**config.mk**
```make
export PLATFORM = sky130hd
export DESIGN_NAME = fetch_stage_flat
export DESIGN_NICKNAME = d
export VERILOG_FILES = /design/src/rtl/antares_pkg.sv /design/src/rtl/fetch_stage_if.sv /design/src/rtl/if_id_reg.sv /design/src/rtl/fetch_stage.sv /design/src/flat_wrapper.sv
export SDC_FILE = /design/constraint.sdc
export NUM_CORES = 1
export LEC_CHECK = 0
export BUFFER_PORTS_ARGS = -buffer_cell sky130_fd_sc_hd__buf_2
export CELL_PAD_IN_SITES_DETAIL_PLACEMENT = 1
export CELL_PAD_IN_SITES_GLOBAL_PLACEMENT = 1
export CORE_ASPECT_RATIO = 1.4
export CORE_MARGIN = 2
export CORE_UTILIZATION = 39
export DETAILED_ROUTE_END_ITERATION = 16
export HOLD_SLACK_MARGIN = 0.05
export PLACE_DENSITY_LB_ADDON = 0.08
export SYNTH_ARGS = -nofsm -noshare
export SYNTH_HDL_FRONTEND = slang
export SYNTH_SLANG_ARGS = --single-unit
export TNS_END_PERCENT = 30
```
**constraint.sdc**
```tcl
create_clock -name clk -period 3.84 [get_ports clk]
set_clock_uncertainty 0.05 [all_clocks]
set_input_delay 0.384 -clock clk [delete_from_list [all_inputs] [get_ports clk]]
set_output_delay 0.384 -clock clk [all_outputs]
set_load 0.02 [all_outputs]
```
**src/rtl/antares_pkg.sv**
```systemverilog
`default_nettype none
// ============================================================================
//  Module      : antares_pkg
//  Description : Shared definitions for the Antares pipeline front end:
//                reset PC, bubble instruction word, fetch FSM state encoding
//                and the PC increment helper.
//  Revision    : 1.0 - initial release
// ============================================================================
package antares_pkg;

    localparam logic [31:0] RESET_PC  = 32'h0000_0000;
    localparam logic [31:0] NOP_INSTR = 32'h0000_0000;

    // FETCH : request on the bus, waiting for acceptance
    // WAIT  : request accepted, waiting for the response
    // HOLD  : response captured while stalled, waiting for stall release
    // DROP  : waiting for the response of a squashed request
    typedef enum logic [1:0] {
        FETCH = 2'd0,
        WAIT  = 2'd1,
        HOLD  = 2'd2,
        DROP  = 2'd3
    } fetch_state_t;

    // Sequential PC; wraps modulo 2^32 by construction.
    function automatic logic [31:0] pc_plus4(input logic [31:0] p);
        return p + 32'd4;
    endfunction

endpackage
`default_nettype wire

```
**src/rtl/fetch_stage_if.sv**
```systemverilog
`default_nettype none
// ============================================================================
//  Module      : fetch_stage_if
//  Description : Instruction memory bus. Request side is req/addr with a
//                ready acceptance; response side is rvalid/rdata, arriving
//                at least one cycle after acceptance.
//  Ports       : master - fetch unit (drives req, addr)
//                slave  - instruction memory (drives ready, rvalid, rdata)
//  Revision    : 1.0 - initial release
// ============================================================================
interface fetch_stage_if;

    logic        req;
    logic [31:0] addr;
    logic        ready;
    logic        rvalid;
    logic [31:0] rdata;

    modport master (
        output req,
        output addr,
        input  ready,
        input  rvalid,
        input  rdata
    );

    modport slave (
        input  req,
        input  addr,
        output ready,
        output rvalid,
        output rdata
    );

endinterface
`default_nettype wire

```
**src/rtl/if_id_reg.sv**
```systemverilog
`default_nettype none
// ============================================================================
//  Module      : if_id_reg
//  Description : IF/ID pipeline register holding {valid, instr, pc4}.
//                A bubble clears valid and writes NOP_INSTR while keeping
//                pc4; a load writes a real instruction. Bubble wins.
//  Ports       : clk, i_reset_n          - clock, synchronous active-low reset
//                i_load, i_bubble        - write enables from the fetch FSM
//                i_instr, i_pc4          - data for a load
//                o_valid, o_instr, o_pc4 - register contents
//  Revision    : 1.0 - initial release
// ============================================================================
module if_id_reg #(
    parameter logic [31:0] NOP_INSTR = 32'h0000_0000
) (
    input  wire logic        clk,
    input  wire logic        i_reset_n,
    input  wire logic        i_load,
    input  wire logic        i_bubble,
    input  wire logic [31:0] i_instr,
    input  wire logic [31:0] i_pc4,
    output logic             o_valid,
    output logic [31:0]      o_instr,
    output logic [31:0]      o_pc4
);

    logic        r_valid;
    logic [31:0] r_instr;
    logic [31:0] r_pc4;

    always_ff @(posedge clk) begin
        if (!i_reset_n) begin
            r_valid <= 1'b0;
            r_instr <= NOP_INSTR;
            r_pc4   <= 32'h0000_0000;
        end else if (i_bubble) begin
            r_valid <= 1'b0;
            r_instr <= NOP_INSTR;
        end else if (i_load) begin
            r_valid <= 1'b1;
            r_instr <= i_instr;
            r_pc4   <= i_pc4;
        end
    end

    assign o_valid = r_valid;
    assign o_instr = r_instr;
    assign o_pc4   = r_pc4;

endmodule
`default_nettype wire

```
**src/rtl/fetch_stage.sv**
```systemverilog
`default_nettype none
// ============================================================================
//  Module      : fetch_stage
//  Description : IF stage of the Antares pipeline. Owns the PC, fetches one
//                instruction at a time over the imem bus (at most one request
//                outstanding, any response latency) and loads IF/ID.
//  Ports       : clk, reset_n     - clock, synchronous active-low reset
//                next_pc          - next PC from pc_control
//                stall            - hold IF/ID and PC (hazard unit)
//                flush            - squash current fetch, redirect to next_pc
//                pc               - current fetch PC
//                imem             - instruction memory bus (master side)
//                if_id_valid/instr/pc4 - IF/ID pipeline register
//  Revision    : 1.0 - initial release
// ============================================================================
module fetch_stage #(
    parameter logic [31:0] RESET_PC  = antares_pkg::RESET_PC,
    parameter logic [31:0] NOP_INSTR = antares_pkg::NOP_INSTR
) (
    input  wire logic        clk,
    input  wire logic        reset_n,
    input  wire logic [31:0] next_pc,
    input  wire logic        stall,
    input  wire logic        flush,
    output logic [31:0]      pc,
    fetch_stage_if.master    imem,
    output logic             if_id_valid,
    output logic [31:0]      if_id_instr,
    output logic [31:0]      if_id_pc4
);

    import antares_pkg::*;

    fetch_state_t r_state;
    fetch_state_t w_state_nxt;
    logic [31:0]  r_pc;
    logic [31:0]  w_pc_nxt;
    logic [31:0]  r_hold;
    logic [31:0]  w_hold_nxt;
    logic         w_load;
    logic         w_bubble;
    logic [31:0]  w_load_instr;

    // The request is masked during the reset cycle so that memory never
    // accepts a fetch the FSM is about to forget.
    assign imem.req  = (r_state == FETCH) && reset_n;
    assign imem.addr = r_pc;
    assign pc        = r_pc;

    always_ff @(posedge clk) begin
        if (!reset_n) begin
            r_state <= FETCH;
            r_pc    <= RESET_PC;
            r_hold  <= 32'h0000_0000;
        end else begin
            r_state <= w_state_nxt;
            r_pc    <= w_pc_nxt;
            r_hold  <= w_hold_nxt;
        end
    end

    always_comb begin
        w_state_nxt  = r_state;
        w_pc_nxt     = r_pc;
        w_hold_nxt   = r_hold;
        w_load       = 1'b0;
        w_bubble     = 1'b0;
        w_load_instr = imem.rdata;

        if (flush) begin
            w_bubble = 1'b1;
            w_pc_nxt = next_pc;
            case (r_state)
                // A request accepted in the flush cycle is already in
                // flight; its response must still be absorbed.
                FETCH:   w_state_nxt = imem.ready  ? DROP  : FETCH;
                WAIT:    w_state_nxt = imem.rvalid ? FETCH : DROP;
                HOLD:    w_state_nxt = FETCH;
                DROP:    w_state_nxt = imem.rvalid ? FETCH : DROP;
                default: w_state_nxt = FETCH;
            endcase
        end else begin
            case (r_state)
                FETCH: begin
                    // Stall does not block issuing; only consumption waits.
                    if (imem.ready) begin
                        w_state_nxt = WAIT;
                    end
                end
                WAIT: begin
                    if (imem.rvalid) begin
                        if (stall) begin
                            w_hold_nxt  = imem.rdata;
                            w_state_nxt = HOLD;
                        end else begin
                            w_load      = 1'b1;
                            w_pc_nxt    = next_pc;
                            w_state_nxt = FETCH;
                        end
                    end
                end
                HOLD: begin
                    if (!stall) begin
                        w_load       = 1'b1;
                        w_load_instr = r_hold;
                        w_pc_nxt     = next_pc;
                        w_state_nxt  = FETCH;
                    end
                end
                DROP: begin
                    if (imem.rvalid) begin
                        w_state_nxt = FETCH;
                    end
                end
                default: w_state_nxt = FETCH;
            endcase
        end
    end

    if_id_reg #(
        .NOP_INSTR (NOP_INSTR)
    ) u_if_id_reg (
        .clk       (clk),
        .i_reset_n (reset_n),
        .i_load    (w_load),
        .i_bubble  (w_bubble),
        .i_instr   (w_load_instr),
        .i_pc4     (pc_plus4(r_pc)),
        .o_valid   (if_id_valid),
        .o_instr   (if_id_instr),
        .o_pc4     (if_id_pc4)
    );

endmodule
`default_nettype wire

```
**src/flat_wrapper.sv**
```systemverilog
// flat-port wrapper written by rule: the top's interface ports become plain ports
module fetch_stage_flat import antares_pkg::*;
#(
    parameter logic [31:0] RESET_PC  = antares_pkg::RESET_PC,
    parameter logic [31:0] NOP_INSTR = antares_pkg::NOP_INSTR
)
  (clk, reset_n, next_pc, stall, flush, pc, if_id_valid, if_id_instr, if_id_pc4, imem_req, imem_addr, imem_ready, imem_rvalid, imem_rdata);
  fetch_stage_if imem_i ();
  input  wire logic clk;
  input  wire logic reset_n;
  input  wire logic [31:0] next_pc;
  input  wire logic stall;
  input  wire logic flush;
  output logic [31:0] pc;
  output logic if_id_valid;
  output logic [31:0] if_id_instr;
  output logic [31:0] if_id_pc4;
  output wire logic [$bits(imem_i.req)-1:0] imem_req;
  output wire logic [$bits(imem_i.addr)-1:0] imem_addr;
  input wire logic [$bits(imem_i.ready)-1:0] imem_ready;
  input wire logic [$bits(imem_i.rvalid)-1:0] imem_rvalid;
  input wire logic [$bits(imem_i.rdata)-1:0] imem_rdata;
  assign imem_req = imem_i.req;
  assign imem_addr = imem_i.addr;
  assign imem_i.ready = imem_ready;
  assign imem_i.rvalid = imem_rvalid;
  assign imem_i.rdata = imem_rdata;
  fetch_stage #(.RESET_PC(RESET_PC), .NOP_INSTR(NOP_INSTR)) u_core (.clk(clk), .reset_n(reset_n), .next_pc(next_pc), .stall(stall), .flush(flush), .pc(pc), .imem(imem_i), .if_id_valid(if_id_valid), .if_id_instr(if_id_instr), .if_id_pc4(if_id_pc4));
endmodule
```
==> results of run 1 <==
## final timing paths
kind,endpoint,cells past startpoint,slack [ns]
worst max-delay path,u_core.u_if_id_reg.o_pc4[27]$_SDFFE_PN0P_,7,1.39
worst min-delay path,u_core.imem.addr[8]$_SDFFE_PN0P_,3,0.15
worst max register to register,u_core.u_if_id_reg.o_pc4[27]$_SDFFE_PN0P_,7,1.39
worst min register to register,u_core.u_if_id_reg.o_pc4[0]$_SDFFE_PN0P_,2,0.41
## cells in the mapped netlist, types with 2 or more instances
library cell | count | area share, %
nand2_1 | 147 | 9.5
dfxtp_1 | 131 | 45
a21oi_1 | 74 | 6.4
a211oi_1 | 49 | 6.3
nor2_1 | 47 | 3.0
clkbuf_1 | 44 | 2.8
buf_4 | 34 | 4.4
mux2i_1 | 34 | 5.8
o21ai_0 | 20 | 1.7
nor3_1 | 13 | 1.1
nor4_1 | 10 | 1.1
and4_1 | 9 | 1.4
nand3_1 | 9 | 0.77
xnor2_1 | 9 | 1.4
a31oi_1 | 7 | 0.75
inv_1 | 7 | 0.45
nand4_1 | 7 | 0.75
buf_2 | 6 | 0.52
ha_1 | 6 | 1.3
o31ai_1 | 6 | 0.77
or4_1 | 6 | 0.77
xor2_1 | 4 | 0.60
o21bai_1 | 3 | 0.39
or3_1 | 3 | 0.32
buf_1 | 2 | 0.13
nand2b_1 | 2 | 0.21
or2_2 | 2 | 0.21
## cells by family (layout without fill, tap and decap cells)
| family | after synthesis | in the layout | share of synthesized area (%) |
|---|---|---|---|
| flops | 131 | 131 | 45.0 |
| buf+inv | 94 | 248 | 8.38 |
| simple gates | 262 | 262 | 20.3 |
| compound gates | 165 | 165 | 17.2 |
| xor+xnor | 13 | 13 | 1.95 |
| fa+ha+maj | 6 | 6 | 1.29 |
| mux | 34 | 34 | 5.84 |
## metal layers
| metal | track usage, % | up-vias |
|---|---|---|
| met4 | 7.47 | 0 |
| met5 | 0 | - |
| met3 | 5.17 | 21 |
| met2 | 40.5 | 130 |
| li1 | - | 2708 |
| met1 | 23.9 | 2605 |
## flip-flops by register name (all words and copies together) (netlist names)
| name | count |
|---|---|
| u_core.r_hold | 32 |
| u_core.r_state | 2 |
| u_core.u_if_id_reg.o_valid | 1 |
| u_core.u_if_id_reg.o_pc4 | 32 |
| u_core.u_if_id_reg.o_instr | 32 |
| u_core.imem.addr | 32 |
## worst max-delay path: stages, from the launching register on
cell and delay [ns]:
dfxtp_1 0.40, inv_1 0.10, ha_1 0.28, or3b_1 0.43, nor2_4 0.12, buf_4 0.54, and4_1 0.33, nor3_1 0.06
## layout by cell type, fill, tap and decap left out, drive strengths merged, types with 2 or more instances in the layout
cell / count
a211oi: 49
a21oi: 74
a31oi: 7
and4: 9
buf: 208
bufinv: 2
clkbuf: 18
clkinv: 2
clkinvlp: 2
dfxtp: 131
ha: 6
inv: 16
mux2i: 34
nand2: 147
nand2b: 2
nand3: 9
nand4: 8
nor2: 47
nor3: 13
nor4: 10
o21ai: 20
o21bai: 3
o31ai: 6
or2: 2
or3: 3
or4: 7
xnor2: 9
xor2: 4
## layout make-up
class                   count  area (sq um)
fillers                  1798          7210
multi-input cells         480          2740
flip-flops and latches    131          2620
repair buffers            208          1060
clock buffers              18           439
well taps                 189           236
clock inverters            14           168
inverters                   8          30.0
## report_power, final
part	total, mW	internal, mW	switching (mW)	leakage, nW
Sequential	1.48	1.41	0.0667	1.06
Clock	1.68	0.997	0.679	0.293
Combinational	0.447	0.157	0.290	1.61
Total	3.60	2.57	1.04	2.97
==> out/qor.yml, run 1 <==
setup_path:
  critPathMaxFanout: 71
  critPathKind: "reg -> reg"
  crit_path_end_kind: "flip-flop"
  arrival_ns: 2.70
  r2r_start: "u_core.r_state[0]$_SDFFE_PN0P_"
  crit_path_start: "u_core.r_state[0]$_SDFFE_PN0P_"
  cp-start-kind: "flip-flop"
  required_ns: 4.09
synthesis:
  synth_ff_type: "dfxtp_1"
  synth_area_per_cell_sq_um: 8.26
  syn_area_sq_um: 5830
  async_reset_ff_share_pct: 0
  seq_area_frac_synth_pct: 45.0
  synthCells: 705
  synth_nets: 781
  ys_seq_elements: 131
  yosysWarnings: 0
  yosysUniqueCellTypes: 41
  synth_edf_count: 0
final_layout:
  antennaDiodeCount: 0
  drive_gt1_share_pct: 29.3
  finalInstanceArea_sq_um: 7300
  instances_no_fill: 1048
  area_growth_syn_to_layout_pct: 25.3
  final_nets: 922
  fin_util_pct: 50.3
floorplanning:
  num_rows: 52
  start_util_pct: 40.2
  die_area_sq_um: 15900
  pin_count: 200
  core_area_sq_um: 14500
  die_x_um: 107
  dieHeight_um: 149
detailed_routing:
  via_per_inst: 5.21
  post-route-drc-count: 0
  drt_pass1_iterations: 4
  wl_met3_um: 791
  met2_length_um: 9170
  drt_iter0_markers: 156
  drtAntennaViolNets: 0
  drt-wirelength-per-cell_um: 16.4
  vias: 5464
  top_layer: "met4"
  wl_met1_um: 6920
  wirelength_um: 17200
clocking:
  clkSinkCount: 131
  ctsHoldBuffers: 0
  cts-buffers-inserted: 17
  cts_resized: 0
  post_cts_buffers: 0
  cts_max_path_buffers: 2
  htree_levels: 4
  clk-insertion-delay-late_ns: 0.42
  cts_tree: "done"
  cts-root-buf: "clkbuf_16"
  clkTransAtPathRegs_ns: 0.07
timing:
  tightest_slew_ns: 1.18
  max_freq_ghz: 0.407
  final.min_clock_period_ns: 2.45
  setup_slack_ns: 1.39
  finalHoldViolations: 0
  slew_headroom_pct: 21.1
  min_period_over_period_pct: 63.9
  fin_tns_setup_ns: 0
  slew_violations: 0
  setup_viol: 0
  hold_slack_ns: 0.151
  rsz0062_at_grt: "false"
hold_path:
  hp-class: "in -> reg"
  min_from: "next_pc[8]"
power_and_ir_drop:
  leakagePower_nw: 2.97
  vdd_drop_max_mv: 0.219
  power_density_nw_per_um2: 493
  finalPower_mw: 3.60
global_route:
  grtUsageTotal_pct: 21.8
  grt_max_degree: 72
  grt_pass1_wl_um: 27500
  grt_pass1_vias: 5517
  grt_overflow: 0
  antenna_found_initial: 0
placed_design:
  io_buffers: 199
  placed_cell_area_sq_um: 6700
  dp.cells: 1016
  dp_hpwl_um: 12100
  pre_cts_ws_ns: 1.42
  routabilityCongestion: 0.768
outcome:
  outcome: "completed"
run:
  drv_cap: 0
Power figures use the tool's default switching activity.
==> run 2, diff against run 1 <==
--- a/config.mk
+++ b/config.mk
@@ -10,7 +10,7 @@
 export CELL_PAD_IN_SITES_GLOBAL_PLACEMENT = 1
 export CORE_ASPECT_RATIO = 1.4
 export CORE_MARGIN = 2
-export CORE_UTILIZATION = 39
+export CORE_UTILIZATION = 36
 export DETAILED_ROUTE_END_ITERATION = 16
 export HOLD_SLACK_MARGIN = 0.05
 export PLACE_DENSITY_LB_ADDON = 0.08
==> constraint.sdc (replaced) <==
create_clock -name clk -period 2.4 [get_ports clk]
set_clock_uncertainty 0.05 [all_clocks]
set_input_delay 0.24 -clock clk [delete_from_list [all_inputs] [get_ports clk]]
set_output_delay 0.24 -clock clk [all_outputs]
set_load 0.02 [all_outputs]
==> out/qor.yml, run 2 (synthesis results as in run 1) <==
timing:
  max_freq_ghz: 0.449  # +10%
  fin_tns_setup_ns: 0  # unchanged
  min_period_over_period_pct: 92.8  # +29 points
  slew_headroom_pct: 61.5  # +40 points
  finalHoldViolations: 0  # unchanged
  rsz0062_at_grt: "false"
  setup_viol: 0  # unchanged
  tightest_slew_ns: 0.577  # -0.606 ns
  final.min_clock_period_ns: 2.23  # -0.227 ns
  slew_violations: 0  # unchanged
  hold_slack_ns: 0.0632  # -0.0879 ns
  setup_slack_ns: 0.173  # -1.21 ns
hold_path:
  hp-class: "in -> reg"
  min_from: "imem_rdata[11]"
final_layout:
  n_fill_cell: 1921  # +6.8%
  area_growth_syn_to_layout_pct: 38.8
  final_common_cell: "buf_2"
  layout_common_cells: "buf_2, nand2_1, dfxtp_1"
  drive_gt1_share_pct: 28.6  # -0.75 points
  final_nets: 997  # +8.1%
  antennaDiodeCount: 0  # unchanged
  fin_util_pct: 50.4  # +0.090 points
setup_path:
  cp_cell_sequence: "inv_1 -> ha_1 -> or3b_1 -> or2_2 -> buf_4 -> a211oi_1 -> nor3_1"
  reg2regPathDepth: 7  # unchanged
  r2r_start: "u_core.r_state[1]$_SDFFE_PN0P_"
  r2r_setup_slack_ns: 0.17  # -1.21 ns
  cp-start-kind: "flip-flop"
  required_ns: 2.64  # -1.45 ns
  critical_path.slowest_cell: "or3b_1"
  critPathKind: "reg -> reg"
  crit_path_end_kind: "flip-flop"
  r2r-end: "u_core.u_if_id_reg.o_pc4[27]$_SDFFE_PN0P_"
  crit_path_start: "u_core.r_state[1]$_SDFFE_PN0P_"
  endpoint: "u_core.u_if_id_reg.o_pc4[27]$_SDFFE_PN0P_"
  critPathMaxFanout: 8  # -89%
  cpPeakStageDelay_ns: 0.42  # -0.12 ns
  arrival_ns: 2.47  # -0.23 ns
run:
  drv_cap: 0  # unchanged
detailed_routing:
  post-route-drc-count: 0  # unchanged
  vias: 5802  # +6.2%
  drt_iter0_markers: 186  # +19%
  via_per_inst: 5.12  # -1.8%
  drt_pass1_iterations: 4  # unchanged
  drt-wirelength-per-cell_um: 16.5  # +0.36%
  drtAntennaViolNets: 0  # unchanged
  wirelength_um: 18700  # +8.5%
global_route:
  grtUsageTotal_pct: 21.7  # -0.14 points
  grt_pass1_wl_um: 30200  # +9.8%
  grt_overflow: 0  # unchanged
  grt_max_degree: 71  # -1.4%
  grt_pass1_vias: 6026  # +9.2%
  antenna_found_initial: 0  # unchanged
clocking:
  cts_max_path_buffers: 2  # unchanged
  cts-buffers-inserted: 17  # unchanged
  post_cts_buffers: 0  # unchanged
  clkSinkCount: 131  # unchanged
  cts_tree: "done"
  htree_levels: 4  # unchanged
  cts-root-buf: "clkbuf_16"
  clkTransAtPathRegs_ns: 0.06  # about the same
  cts_resized: 0  # unchanged
  ctsHoldBuffers: 60  # +60
  clk-insertion-delay-late_ns: 0.41  # about the same
floorplanning:
  pin_count: 200  # unchanged
  die_area_sq_um: 17200  # +8.1%
  core_area_sq_um: 16000  # +11%
  num_rows: 55  # +5.8%
  dieHeight_um: 155  # +4.0%
  die_x_um: 112  # +3.9%
  start_util_pct: 36.3  # -3.8 points
placed_design:
  pre_cts_ws_ns: 0.142  # -1.28 ns
  io_buffers: 199  # unchanged
  routabilityCongestion: 0.785  # +2.2%
  dp_hpwl_um: 12700  # +4.7%
power_and_ir_drop:
  vdd_drop_max_mv: 0.397  # +81%
  power_density_nw_per_um2: 722  # +46%
  leakagePower_nw: 3.31  # +12%
outcome:
  outcome: "completed"
run 2: through the flow:
step	instance area (sq um)	cells	total power [mW]
CTS	8080	1133	5.90
floorplan	5830	705	2.90
global route	8080	1133	6.08
detailed placement	6880	1041	3.18
global placement	6880	1041	3.15
finish	8080	1133	5.83
run 2: critical path, delay by kind of cell, from the launching register on:
family | cells | cell delay, ns
adders and majority gates | 1 | 0.27
DFF | 1 | 0.38
and+or+nand+nor | 3 | 0.92
AOI/OAI and AO/OA | 1 | 0.20
buffers and inverters | 2 | 0.29
run 2: where the power goes:
part	total (mW)	leakage, nW	switching, mW	internal (mW)
combinational	0.851	1.95	0.509	0.342
sequential	2.35	1.06	0.0889	2.26
clock	2.63	0.296	0.978	1.65
run 2: worst min-delay path by stage:
stage	depth (start not counted)	end
CTS	3	u_core.imem.addr[29]$_SDFFE_PN0P_
detailed placement	2	u_core.u_if_id_reg.o_pc4[3]$_SDFFE_PN0P_
finish	3	u_core.r_hold[11]$_SDFFE_PN0P_
floorplan	2	u_core.r_hold[0]$_SDFFE_PN0P_
global placement	2	u_core.r_hold[20]$_SDFFE_PN0P_
global route	3	u_core.imem.addr[29]$_SDFFE_PN0P_
run 2: layer usage:
metal | vias to the layer above | track usage, % | part of all wire, %
li1 | 2853 | - | -
met1 | 2771 | 22.7 | 39
met2 | 142 | 41.3 | 54
met3 | 36 | 5.13 | 4.3
met4 | 0 | 8.64 | 2.9
met5 | - | 0 | 0
run 2: cell type report:
type                    count  area (sq um)  share of cell area [%]
clock inverters            14           161                    2.00
inverters                   8          30.0                   0.371
well taps                 199           249                    3.08
flip-flops and latches    131          2620                    32.4
multi-input cells         480          2740                    33.9
clock buffers              18           439                    5.43
repair buffers            283          1840                    22.8
